$ cat config.mk
export PLATFORM = sky130hd
export DESIGN_NAME = async_fifo_rd_ctrl
export DESIGN_NICKNAME = d
export VERILOG_FILES = /design/src/rtl/async_fifo_rd_ctrl.sv
export SDC_FILE = /design/constraint.sdc
export NUM_CORES = 1
export LEC_CHECK = 0
export CAP_MARGIN = 20
export CORE_MARGIN = 2
export CORE_UTILIZATION = 53
export CTS_BUF_LIST = sky130_fd_sc_hd__clkbuf_8
export CTS_CLUSTER_SIZE = 25
export DETAILED_ROUTE_END_ITERATION = 7
export GPL_TIMING_DRIVEN = 0
export HOLD_SLACK_MARGIN = 0.15
export PLACE_DENSITY = 0.81
export SYNTH_ARGS = -nofsm -noshare
export SYNTH_HDL_FRONTEND = slang
export SYNTH_SLANG_ARGS = --single-unit
$ cat constraint.sdc
create_clock -name clk -period 2.8 [get_ports clk]
set_input_delay 0.42 -clock clk [delete_from_list [all_inputs] [get_ports clk]]
set_output_delay 0.42 -clock clk [all_outputs]
set_load 0.01 [all_outputs]
$ cat src/rtl/async_fifo_rd_ctrl.sv
// Read-side pointer controller of a dual-clock FIFO.
// It brings the write-domain gray pointer across into the read clock and decodes it.
// From the decoded pointer it derives empty, occupancy and the RAM read address.
// It returns its own gray read pointer to the write side.
// It also flags underflow attempts and illegal write-pointer behaviour.
module async_fifo_rd_ctrl #(
  parameter int ADDR_WIDTH  = 4,
  parameter int SYNC_STAGES = 2
) (
  input  logic                  clk,
  input  logic                  rst,
  input  logic [ADDR_WIDTH:0]   wr_ptr_gray,
  input  logic                  rd_en,
  output logic                  rd_ack,
  output logic [ADDR_WIDTH-1:0] rd_addr,
  output logic [ADDR_WIDTH:0]   rd_ptr_gray,
  output logic                  empty,
  output logic [ADDR_WIDTH:0]   rd_count,
  output logic                  underflow,
  output logic                  ptr_err
);

  localparam int PW = ADDR_WIDTH + 1;

  typedef logic [PW-1:0] ptr_t;

  // Occupancy limit. A count above this means the write side overran the read side.
  localparam ptr_t DEPTH = {1'b1, {ADDR_WIDTH{1'b0}}};

  function automatic ptr_t b2g(input ptr_t b);
    return b ^ (b >> 1);
  endfunction

  function automatic ptr_t g2b(input ptr_t g);
    ptr_t b;
    b[PW-1] = g[PW-1];
    for (int i = PW - 2; i >= 0; i--) begin
      b[i] = b[i+1] ^ g[i];
    end
    return b;
  endfunction

  logic [SYNC_STAGES-1:0][PW-1:0] sync_q, sync_d;
  ptr_t wr_bin_q, wr_bin_d;
  ptr_t rd_bin_q, rd_bin_d;
  ptr_t rd_ptr_gray_q, rd_ptr_gray_d;
  logic underflow_q, underflow_d;
  logic ptr_err_q, ptr_err_d;

  ptr_t wq;
  ptr_t gray_diff;
  logic bad_step;
  logic overrun;

  assign wq       = sync_q[SYNC_STAGES-1];
  // Only registered pointers feed occupancy, so empty has no combinational input path.
  assign rd_count = wr_bin_q - rd_bin_q;
  assign empty    = (rd_count == '0);
  // Acceptance is held off while reset is asserted.
  // This keeps a stale non-empty state from issuing a RAM read.
  assign rd_ack   = rd_en & ~empty & ~rst;
  assign rd_addr  = rd_bin_q[ADDR_WIDTH-1:0];

  assign rd_ptr_gray = rd_ptr_gray_q;
  assign underflow   = underflow_q;
  assign ptr_err     = ptr_err_q;

  // Next-state logic: synchroniser shift, pointer decode, read advance and error tracking.
  always_comb begin
    // NOTE: every target gets a default first so no path leaves it unassigned (no latch).
    sync_d        = sync_q;
    wr_bin_d      = g2b(wq);
    rd_bin_d      = rd_bin_q;
    rd_ptr_gray_d = rd_ptr_gray_q;

    sync_d[0] = wr_ptr_gray;
    for (int i = 1; i < SYNC_STAGES; i++) begin
      sync_d[i] = sync_q[i-1];
    end

    if (rd_ack) begin
      rd_bin_d      = rd_bin_q + 1'b1;
      rd_ptr_gray_d = b2g(rd_bin_d);
    end

    underflow_d = rd_en & empty;

    // A legal gray step changes at most one bit.
    // x & (x-1) is non-zero exactly when x has two or more bits set.
    gray_diff = wq ^ b2g(wr_bin_q);
    bad_step  = |(gray_diff & (gray_diff - 1'b1));
    overrun   = (rd_count > DEPTH);
    ptr_err_d = ptr_err_q | bad_step | overrun;
  end

  // State registers with synchronous active-high reset.
  always_ff @(posedge clk) begin
    // NOTE: sequential state uses non-blocking assignments so every flop samples pre-edge values.
    if (rst) begin
      // NOTE: the synchroniser chain is reset too.
      // A stale pointer left in it would be decoded after reset as real write progress.
      sync_q        <= '0;
      wr_bin_q      <= '0;
      rd_bin_q      <= '0;
      rd_ptr_gray_q <= '0;
      underflow_q   <= 1'b0;
      ptr_err_q     <= 1'b0;
    end else begin
      sync_q        <= sync_d;
      wr_bin_q      <= wr_bin_d;
      rd_bin_q      <= rd_bin_d;
      rd_ptr_gray_q <= rd_ptr_gray_d;
      underflow_q   <= underflow_d;
      ptr_err_q     <= ptr_err_d;
    end
  end

endmodule

==> impl_metrics.yaml, run 1 <==
drt:
  route.final.wire_length_um: 2729
  wire_per_inst_um: 13.00
  via_count: 1124
  first_pass_iters: 4
  via_per_inst: 5.352
  drc_errors: 0
  ant_nets: 0
  drt_iter0_markers: 19
sta:
  fin_skew_ns: 0.001949
  rsz0062_at_grt: "yes"
  max_freq_ghz: 0.3639
  worstMarginPinSlew_ns: 0.4821
  hold_viol: 0
  setup_viol: 0
  worst_hold_slack_ns: 0.4430
  slew_headroom_pct: 67.86
  final_max_slew_viol_count: 0
  fin_crit_ns: 2.748
  worst_slack_ns: 0.05192
  finalCritPeriodShare_pct: 98.15
logic_synthesis:
  ys_top_cells_by_area: "dfxtp_1, xnor2_1, nor2b_1"
  yosysTopAreaCell: "dfxtp_1"
  synthFlopType: "dfxtp_1"
  synth.avg_cell_area_um2: 9.178
  ys_ff_latch: 26
  async_flop_share_pct: 0
  yosys_warnings: 0
  ys_types: 38
  syn-cell-area_mm2: 0.001368
  synth_fp_nets: 163
  syn_inst: 149
  synth_top_area_share_pct: 38.06
  synth_edf_count: 0
  ys_seq_area_share_pct: 38.06
floorplanning:
  core_mm2: 0.002455
  die_area_mm2: 0.003002
  die_x_um: 54.80
  fp.dieH_um: 54.80
  start_util_pct: 55.71
  ios: 26
  rows: 18
global_routing:
  use_met3_pct: 4.098
  gr-usage-all-layers_pct: 21.62
  grt_max_degree: 16
  antenna_found_initial: 0
  grt_pass1_vias: 1030
  grt_pass1_wl_um: 4581
  grt-ovfl-total: 0
  busiest_layer: "met2"
  gr-usage-met2_pct: 35.32
  grtUsageMet1_pct: 28.24
pwr:
  max-vdd-ir-drop_uv: 466.6
  power-per-cell-area_mw_per_mm2: 678.1
  p_leak_nw: 0.6613
layout:
  layout.nets: 195
  fin_area_mm2: 0.001729
  area_growth_pct: 26.44
  drive_above_1_share_pct: 16.11
  num_antenna_cells: 0
  layoutNonFillerInstCount: 210
  post-route-util_pct: 70.44
  fill_cells: 201
critical_path:
  worst-path-buf-inv: 4
  cp-start-kind: "flip-flop"
  cp_top_family: "adder cells"
  crit_top_cell: "inv_2"
  path_max_fanout: 5
  slowest_stage: "fa_2"
  cpPeakStageDelay_ns: 0.46
  cp.arrival_ns: 2.33
  critPathKind: "flip-flop to output port"
  worst-endpoint-required_ns: 2.38
  end_kind: "output port"
  cp_cell_sequence: "inv_2 > ha_2 > inv_2 > fa_2 > nand3b_1 > a211o_1 > a2bb2o_4 > inv_12 > nor3_1 > buf_2"
cts:
  h-tree-depth: 1
  cts.sinks: 26
  clock_path_buffers: 2
  worst_skew_pair.late_latency_ns: 0.27
  root_buffer: "clkbuf_8"
  tritoncts: "built"
  cts-buffers-inserted: 3
  clk_pin_slew_worst_paths_ns: 0.09
place:
  pre_cts_slack_ns: -0.3989
  dp.cells: 202
  hpwl_um: 1944
  dpl_cell_area_mm2: 0.001635
  io_buffers: 23
  gp_congestion: 0.8223
hold_path:
  hold_path_class: "flip-flop to flip-flop"
run_status:
  status: "complete, no violations"
run:
  maxCapViolations: 0
==> cell type report <==
cell class                      count  area [um2]  share of cell area, %
Buffer                              6       32.53                  1.881
Multi-Input combinational cell    107       752.0                  43.49
Tap cell                           30       37.54                  2.171
Clock buffer                        3       41.29                  2.388
Sequential cell                    26       528.0                  30.54
Inverter                            8       42.54                  2.460
Timing Repair Buffer               29       265.3                  15.34
Clock inverter                      1       30.03                  1.737
==> per-layer routing <==
metal  up-vias  wire, um
met1       511      1220
met4         0        36
met5         -         0
met3         5       185
li1        568         -
met2        40      1287
==> synth_stat cells, drive strengths merged (2+ instances only) <==
master / instances
nand2: 8
nor3: 6
clkbuf: 6
inv: 8
nor2: 7
a21oi: 12
dfxtp: 26
o21ai: 10
nor2b: 12
nand3b: 2
xnor2: 10
or3: 4
ha: 5
nand4: 2
nor3b: 2
nand3: 5
xor2: 8
buf: 2
and3: 2
==> power breakdown <==
group | total [W] | leakage (nW) | internal, W | switching, W
Clock | 0.000312 | 0.0357 | 0.000191 | 0.000121
Sequential | 0.000425 | 0.216 | 0.000403 | 0.0000220
Combinational | 0.000435 | 0.410 | 0.000224 | 0.000212
Total | 0.00117 | 0.661 | 0.000818 | 0.000354
==> logic make-up after synthesis <==
group / after synthesis / share of synthesized area [%]
DFF: 26 / 38.06
adders and majority gates: 6 / 6.038
and+or+nand+nor: 53 / 21.23
xor gates and xnor gates: 18 / 12.08
AOI/OAI and AO/OA: 30 / 14.91
buffers and inverters: 16 / 7.685
==> through the flow <==
| stage | setup TNS [ns] | total power [W] |
|---|---|---|
| 5_1_grt | -0.03440 | 0.001233 |
| 3_3_place_gp | -0.6769 | 0.0008424 |
| 6_report | 0 | 0.001173 |
| 3_5_place_dp | -0.7840 | 0.0008559 |
| 2_1_floorplan | 0 | 0.0007080 |
| 4_1_cts | 0 | 0.001157 |
==> worst paths after layout <==
| check | to | cells after the start | slack, ns | from |
|---|---|---|---|---|
| min reg2reg | wq[3]$_SDFF_PP0_ | 1 | 0.44 | sync_d[8]$_SDFF_PP0_ |
| max | rd_ack | 10 | 0.05 | wr_bin_q[0]$_SDFF_PP0_ |
| max reg2reg | rd_bin_q[4]$_SDFFE_PP0P_ | 11 | 0.40 | wr_bin_q[0]$_SDFF_PP0_ |
| min | wq[3]$_SDFF_PP0_ | 1 | 0.44 | sync_d[8]$_SDFF_PP0_ |
==> worst reg2reg max path, cell delays in order, from the launching register on <==
cell and delay [ns]:
dfxtp_2 0.34, inv_2 0.05, ha_2 0.19, inv_2 0.04
fa_2 0.56, nand3b_1 0.12, a211o_1 0.14, a2bb2o_4 0.19
inv_12 0.04, buf_4 0.15, or3_1 0.36, a21oi_1 0.15
==> cell usage in the layout, fill, tap and decap left out, types with 2 or more instances in the layout <==
cell type	synthesis	final
xor2_1	7	7
o21ai_1	5	5
clkbuf_1	5	5
ha_1	5	4
inv_1	7	5
nand3b_1	2	2
a21oi_1	11	11
dfxtp_2	0	3
nand2_1	8	8
nor2b_1	12	12
or3_1	4	4
buf_2	0	2
o21ai_2	2	2
clkbuf_8	1	4
nand4_1	2	2
o21ai_0	3	3
xnor2_1	10	10
clkdlybuf4s50_1	0	21
and3_1	2	2
inv_2	0	2
nand3_1	5	5
dfxtp_1	26	22
buf_4	0	6
nor3_1	6	6
nor2_1	7	7
==> state kept, by name, indices dropped and copies added (netlist names) <==
name,cells
rd_bin_q,5
ptr_err,1
wq,5
sync_d,5
rd_ptr_gray,4
wr_bin_q,5
underflow,1
==> timing repair <==
item,4_1_cts,5_1_grt
resized for setup,17,2
hold buffers,0,0
pin swaps,4,3
endpoints found under the setup margin,3,4
buffers inserted,5,1
No activity file was read; power rests on OpenSTA's default activity.
==> run 2, diff against run 1 <==
--- a/config.mk
+++ b/config.mk
@@ -5,15 +5,16 @@
 export SDC_FILE = /design/constraint.sdc
 export NUM_CORES = 1
 export LEC_CHECK = 0
+export ABC_AREA = 1
 export CAP_MARGIN = 20
 export CORE_MARGIN = 2
-export CORE_UTILIZATION = 53
+export CORE_UTILIZATION = 54
 export CTS_BUF_LIST = sky130_fd_sc_hd__clkbuf_8
 export CTS_CLUSTER_SIZE = 25
 export DETAILED_ROUTE_END_ITERATION = 7
 export GPL_TIMING_DRIVEN = 0
 export HOLD_SLACK_MARGIN = 0.15
-export PLACE_DENSITY = 0.81
+export PLACE_DENSITY = 0.82
 export SYNTH_ARGS = -nofsm -noshare
 export SYNTH_HDL_FRONTEND = slang
 export SYNTH_SLANG_ARGS = --single-unit
==> run 2 against run 1 <==
Compared with the run above:
- first-iteration DRC count increased by 11%
- synthesized area increased by 3.9%
- worst hold slack worse by 0.038 ns
- cell count grew 29%
- synthesized cell count grew 40%
- sequential cell count is the same
- critical path type unchanged
- die area increased by 1.9%
- global-route usage fell by 3.1 points
- critical endpoint unchanged
- clock skew decreased by 0.00059 ns
- final area rose by 4.0%
- via count up 14%
- combinational power decreased by 6.2%
==> impl_metrics.yaml, run 2 <==
layout:
  final_common_cell: "nand2_1"
  final_cell_mix: "nand2_1, inv_1, nor2_1, nand3_1, dfxtp_1"
  multi_input_area_um2: 738.2
  drive_above_1_share_pct: 9.583
  seq_area_um2: 525.5
  area_growth_pct: 26.50
  layoutNonFillerInstCount: 270
  post-route-util_pct: 72.58
  fill_cells: 197
  num_antenna_cells: 0
  layout.nets: 255
floorplanning:
  ios: 26
  core_mm2: 0.002477
  start_util_pct: 57.37
  rows: 18
  die_area_mm2: 0.003059
  fp.dieH_um: 55.31
  die_x_um: 55.31
logic_synthesis:
  synthTopCellsByCount: "nand2_1, inv_1, dfxtp_1, nor2_1, nand3_1"
  syn-cell-area_mm2: 0.001421
  ys_top_cells_by_area: "dfxtp_1, nand2_1, inv_1"
  ys_types: 25
  synth_fp_nets: 223
  yosysTopAreaCell: "dfxtp_1"
  async_flop_share_pct: 0
  ys_ff_latch: 26
  synth.avg_cell_area_um2: 6.801
  yosys_warnings: 0
  ys_seq_area_share_pct: 36.62
  synth_edf_count: 0
  synth_top_area_share_pct: 36.62
  post-synth-top-count-cell: "nand2_1"
  syn_inst: 209
  synthFlopType: "dfxtp_1"
hold_path:
  hold_path_class: "flip-flop to flip-flop"
  hold_depth: 2
drt:
  first_pass_iters: 4
  met3WireLength_um: 154
  met1Wirelength_um: 1237
  top_layer: "met4"
  wire_per_inst_um: 10.24
  via_count: 1286
  met2_length_um: 1339
  drc_errors: 0
  route.final.wire_length_um: 2765
  ant_nets: 0
  via_per_inst: 4.763
  drt_iter0_markers: 21
critical_path:
  worst-endpoint-required_ns: 2.38
  r2r_cells: 13
  critPathKind: "flip-flop to output port"
  end_kind: "output port"
  r2r_slack_ns: 0.73
  cp.arrival_ns: 2.25
  r2r-end: "ptr_err$_SDFF_PP0_"
  critPathLaunch: "rd_bin_q[0]$_SDFFE_PP0P_"
  path_max_fanout: 7
  cp-start-kind: "flip-flop"
  r2r_start: "rd_bin_q[0]$_SDFFE_PP0P_"
  worstSetupEndpoint: "rd_ack"
sta:
  finalCritPeriodShare_pct: 95.42
  max_freq_ghz: 0.3743
  hold_viol: 0
  worst_slack_ns: 0.1284
  fin_skew_ns: 0.001358
  worstMarginPinSlew_ns: 0.4929
  final_max_slew_viol_count: 0
  slew_headroom_pct: 67.02
  setup_viol: 0
  tns_ns: 0
  rsz0062_at_grt: "no"
  fin_crit_ns: 2.672
cts:
  cts-buffers-inserted: 3
  clk_pin_slew_worst_paths_ns: 0.09
  worst_skew_pair.late_latency_ns: 0.27
  h-tree-depth: 1
  cts_hold_buf: 0
  root_buffer: "clkbuf_8"
  clock_path_buffers: 2
  tritoncts: "built"
  cts.sinks: 26
run_status:
  status: "complete, no violations"
pwr:
  max-vdd-ir-drop_uv: 472.1
  power-per-cell-area_mw_per_mm2: 639.5
  p_leak_nw: 0.8989
global_routing:
  grt_pass1_vias: 1074
  grt_max_degree: 16
  grt_pass1_wl_um: 4533
  gr-usage-all-layers_pct: 18.49
  antenna_found_initial: 0
  grt-ovfl-total: 0
run:
  maxCapViolations: 0
place:
  io_buffers: 24
  pre_cts_slack_ns: 0.08757
  dp.cells: 263
  gp_congestion: 0.8183
  hpwl_um: 2085
-- run 2: timing repair --
item,4_1_cts,5_1_grt
endpoints found under the hold margin,0,0
setup buffers,2,1
resized for setup,5,1
setup endpoints to repair,2,1
pin swaps,2,1
-- run 2: cell families (layout without fill, tap and decap cells) --
logic type               after synthesis  in the layout  share of synthesized area (%)
flip-flops                            26             26                          36.62
adder cells (fa/ha/maj)                6              6                          5.810
AND/OR/NAND/NOR                      116            116                          36.62
XOR/XNOR                               9              9                          5.546
buffers and inverters                 42             73                          11.62
AO/OA/AOI/OAI                         10             10                          3.785
-- run 2: final cells by class --
class,instances,area share [%]
Clock buffer,3,2.296
Timing Repair Buffer,27,14.47
Inverter,39,8.142
Buffer,3,1.044
Clock inverter,1,1.670
Tap cell,30,2.088
Sequential cell,26,29.23
Multi-Input combinational cell,141,41.06
-- run 2: worst max-delay path, stage by stage, from the launching register on --
cell           delay [ns]
dfxtp_4              0.38
ha_1                 0.20
inv_1                0.11
fa_2                 0.45
inv_1                0.06
nand2_1              0.07
nor2_4               0.15
nand3_4              0.11
nand2_4              0.10
inv_1                0.06
dlygate4sd2_1        0.28
-- run 2: routing by layer --
layer / up-vias / global-route usage, %
li1: 695 / -
met1: 556 / 23.82
met2: 31 / 31.46
met3: 4 / 3.513
met4: 0 / 5.226
met5: - / 0
-- run 2: per-stage QoR --
stage / hold WS [ns] / cell area [um2] / total power, W
floorplan: 0.3883 / 1421 / 0.0006872
global placement: 0.3887 / 1699 / 0.0008167
global route: 0.4258 / 1798 / 0.001222
CTS: 0.4062 / 1789 / 0.001152
finish: 0.4054 / 1798 / 0.001150
detailed placement: 0.3929 / 1699 / 0.0008284
-- run 2: worst min-delay path by stage --
| stage | start | end | slack, ns |
|---|---|---|---|
| global placement | sync_d[8]$_SDFF_PP0_ | wq[3]$_SDFF_PP0_ | 0.39 |
| global route | sync_d[7]$_SDFF_PP0_ | wq[2]$_SDFF_PP0_ | 0.43 |
| CTS | sync_d[9]$_SDFF_PP0_ | wq[4]$_SDFF_PP0_ | 0.41 |
| detailed placement | sync_d[9]$_SDFF_PP0_ | wq[4]$_SDFF_PP0_ | 0.39 |
| finish | sync_d[7]$_SDFF_PP0_ | wq[2]$_SDFF_PP0_ | 0.41 |
| floorplan | sync_d[5]$_SDFF_PP0_ | wq[0]$_SDFF_PP0_ | 0.39 |
-- run 2: power by group --
part	total [W]	switching, W	leakage (nW)	internal, W
sequential	0.000430	0.0000277	0.215	0.000403
combinational	0.000408	0.000211	0.648	0.000197
clock	0.000312	0.000120	0.0357	0.000191
==> run 3, diff against run 2 <==
--- a/config.mk
+++ b/config.mk
@@ -6,15 +6,14 @@
 export NUM_CORES = 1
 export LEC_CHECK = 0
 export ABC_AREA = 1
-export CAP_MARGIN = 20
 export CORE_MARGIN = 2
-export CORE_UTILIZATION = 54
+export CORE_UTILIZATION = 48
 export CTS_BUF_LIST = sky130_fd_sc_hd__clkbuf_8
 export CTS_CLUSTER_SIZE = 25
 export DETAILED_ROUTE_END_ITERATION = 7
 export GPL_TIMING_DRIVEN = 0
 export HOLD_SLACK_MARGIN = 0.15
-export PLACE_DENSITY = 0.82
+export PLACE_DENSITY = 0.77
 export SYNTH_ARGS = -nofsm -noshare
 export SYNTH_HDL_FRONTEND = slang
 export SYNTH_SLANG_ARGS = --single-unit
==> constraint.sdc (replaced) <==
create_clock -name clk -period 2.4 [get_ports clk]
set_input_delay 0.36 -clock clk [delete_from_list [all_inputs] [get_ports clk]]
set_output_delay 0.36 -clock clk [all_outputs]
set_load 0.01 [all_outputs]
==> run 3 against run 2 <==
Compared with the run above:
- setup slack worse by 0.030 ns
- clock-buffer cell count stayed put
- clock skew is 0.0032 ns higher
- global-route usage is 1.8 points lower
- sequential power rose by 16%
- cell count is 1.1% higher
- critical endpoint is now rd_count[1]
- largest cell class unchanged
- largest power group unchanged
==> impl_metrics.yaml, run 3 (synthesized netlist as in run 2, its figures left out) <==
critical_path:
  cp.arrival_ns: 1.94
  r2r-end: "rd_bin_q[2]$_SDFFE_PP0P_"
  critPathLaunch: "wr_bin_q[0]$_SDFF_PP0_"
  r2r_slack_ns: 0.38
  end_kind: "output port"
  worst-endpoint-required_ns: 2.04
  cp-start-kind: "flip-flop"
  worstSetupEndpoint: "rd_count[1]"
  path_max_fanout: 2
  r2r_start: "wr_bin_q[0]$_SDFF_PP0_"
  r2r_cells: 13
  critPathKind: "flip-flop to output port"
cts:
  h-tree-depth: 1
  worst_skew_pair.late_latency_ns: 0.27
  cts_hold_buf: 0
  tritoncts: "built"
  root_buffer: "clkbuf_8"
  clock_path_buffers: 2
  clk_pin_slew_worst_paths_ns: 0.09
  cts-buffers-inserted: 3
  cts.sinks: 26
global_routing:
  grt-ovfl-total: 0
  antenna_found_initial: 0
  grt_pass1_wl_um: 4402
  grt_pass1_vias: 1053
  gr-usage-all-layers_pct: 16.65
  grt_max_degree: 14
floorplanning:
  rows: 19
  die_area_mm2: 0.003412
  ios: 26
  start_util_pct: 51.10
  fp.dieH_um: 58.42
  core_mm2: 0.002781
  die_x_um: 58.42
drt:
  via_per_inst: 4.659
  drt_iter0_markers: 30
  via_count: 1272
  route.final.wire_length_um: 2669
  drc_errors: 0
  ant_nets: 0
  first_pass_iters: 5
  wire_per_inst_um: 9.777
run:
  maxCapViolations: 0
pwr:
  power-per-cell-area_mw_per_mm2: 677.6
  max-vdd-ir-drop_uv: 536.1
  p_leak_nw: 0.9047
sta:
  setup_viol: 0
  worstMarginPinSlew_ns: 0.4762
  hold_viol: 0
  worst_slack_ns: 0.09863
  finalCritPeriodShare_pct: 95.89
  max_freq_ghz: 0.4345
  tns_ns: 0
  fin_crit_ns: 2.301
  final_max_slew_viol_count: 0
  rsz0062_at_grt: "no"
  fin_skew_ns: 0.004550
  slew_headroom_pct: 68.13
layout:
  final_cell_mix: "nand2_1, inv_1, nor2_1, nand3_1, dfxtp_1"
  seq_area_um2: 528.0
  num_antenna_cells: 0
  drive_above_1_share_pct: 14.88
  area_growth_pct: 27.20
  multi_input_area_um2: 758.2
  final_common_cell: "nand2_1"
  layout.nets: 258
  fill_cells: 245
hold_path:
  hold_path_class: "flip-flop to flip-flop"
run_status:
  status: "complete, no violations"
place:
  pre_cts_slack_ns: -0.2358
  io_buffers: 24
  gp_congestion: 0.8244
  hpwl_um: 1947
## run 3: metal layers
layer  GRT usage [%]  share of wire (%)  vias up
li1                -                  -      701
met1           23.97                 49      539
met2           26.16                 46       30
met3           2.637                4.7        2
met4           3.987               0.79        0
met5               0                  0        -
## run 3: where the power goes
part	internal (W)	switching [W]	total, W
logic	0.000232	0.000252	0.000485
clock network	0.000112	0.000128	0.000241
registers	0.000471	0.0000292	0.000500
## run 3: how the worst min path moves through the flow
stage / start / endpoint / slack, ns / depth (start not counted)
floorplan: sync_d[5]$_SDFF_PP0_ / wq[0]$_SDFF_PP0_ / 0.39 / 2
global placement: sync_d[7]$_SDFF_PP0_ / wq[2]$_SDFF_PP0_ / 0.39 / 2
detailed placement: sync_d[6]$_SDFF_PP0_ / wq[1]$_SDFF_PP0_ / 0.40 / 2
CTS: sync_d[6]$_SDFF_PP0_ / wq[1]$_SDFF_PP0_ / 0.41 / 2
global route: sync_d[5]$_SDFF_PP0_ / wq[0]$_SDFF_PP0_ / 0.41 / 2
finish: sync_d[5]$_SDFF_PP0_ / wq[0]$_SDFF_PP0_ / 0.41 / 2
## run 3: critical path, stage by stage, from the launching register on
cell	delay [ns]
dfxtp_2	0.33
inv_1	0.07
ha_2	0.17
inv_2	0.04
fa_2	0.53
clkdlybuf4s50_1	0.53
## run 3: final cells by class
class / instances / share of cell area [%]
Multi-Input combinational cell: 141 / 41.94
Tap cell: 31 / 2.145
Clock buffer: 3 / 2.284
Sequential cell: 26 / 29.20
Buffer: 3 / 1.038
Timing Repair Buffer: 30 / 15.29
Inverter: 39 / 8.097
## run 3: stage by stage
stage	cell area, um2	total power (W)	cells	hold slack (ns)	util [%]
3_5_place_dp	1700	0.0009614	264	0.3952	61.13
3_3_place_gp	1700	0.0009549	264	0.3884	61.13
2_1_floorplan	1421	0.0008018	209	0.3883	-
6_report	1808	0.001225	273	0.4063	65.00
5_1_grt	1808	0.001307	273	0.4109	65.00
4_1_cts	1787	0.001221	272	0.4083	64.24
## run 3: repair_timing
action,CTS,global route
gates resized for setup,11,12
endpoints found under the hold margin,0,0
gates cloned,0,0
pin swaps,4,3
buffers inserted,5,1
setup endpoints to repair,6,5
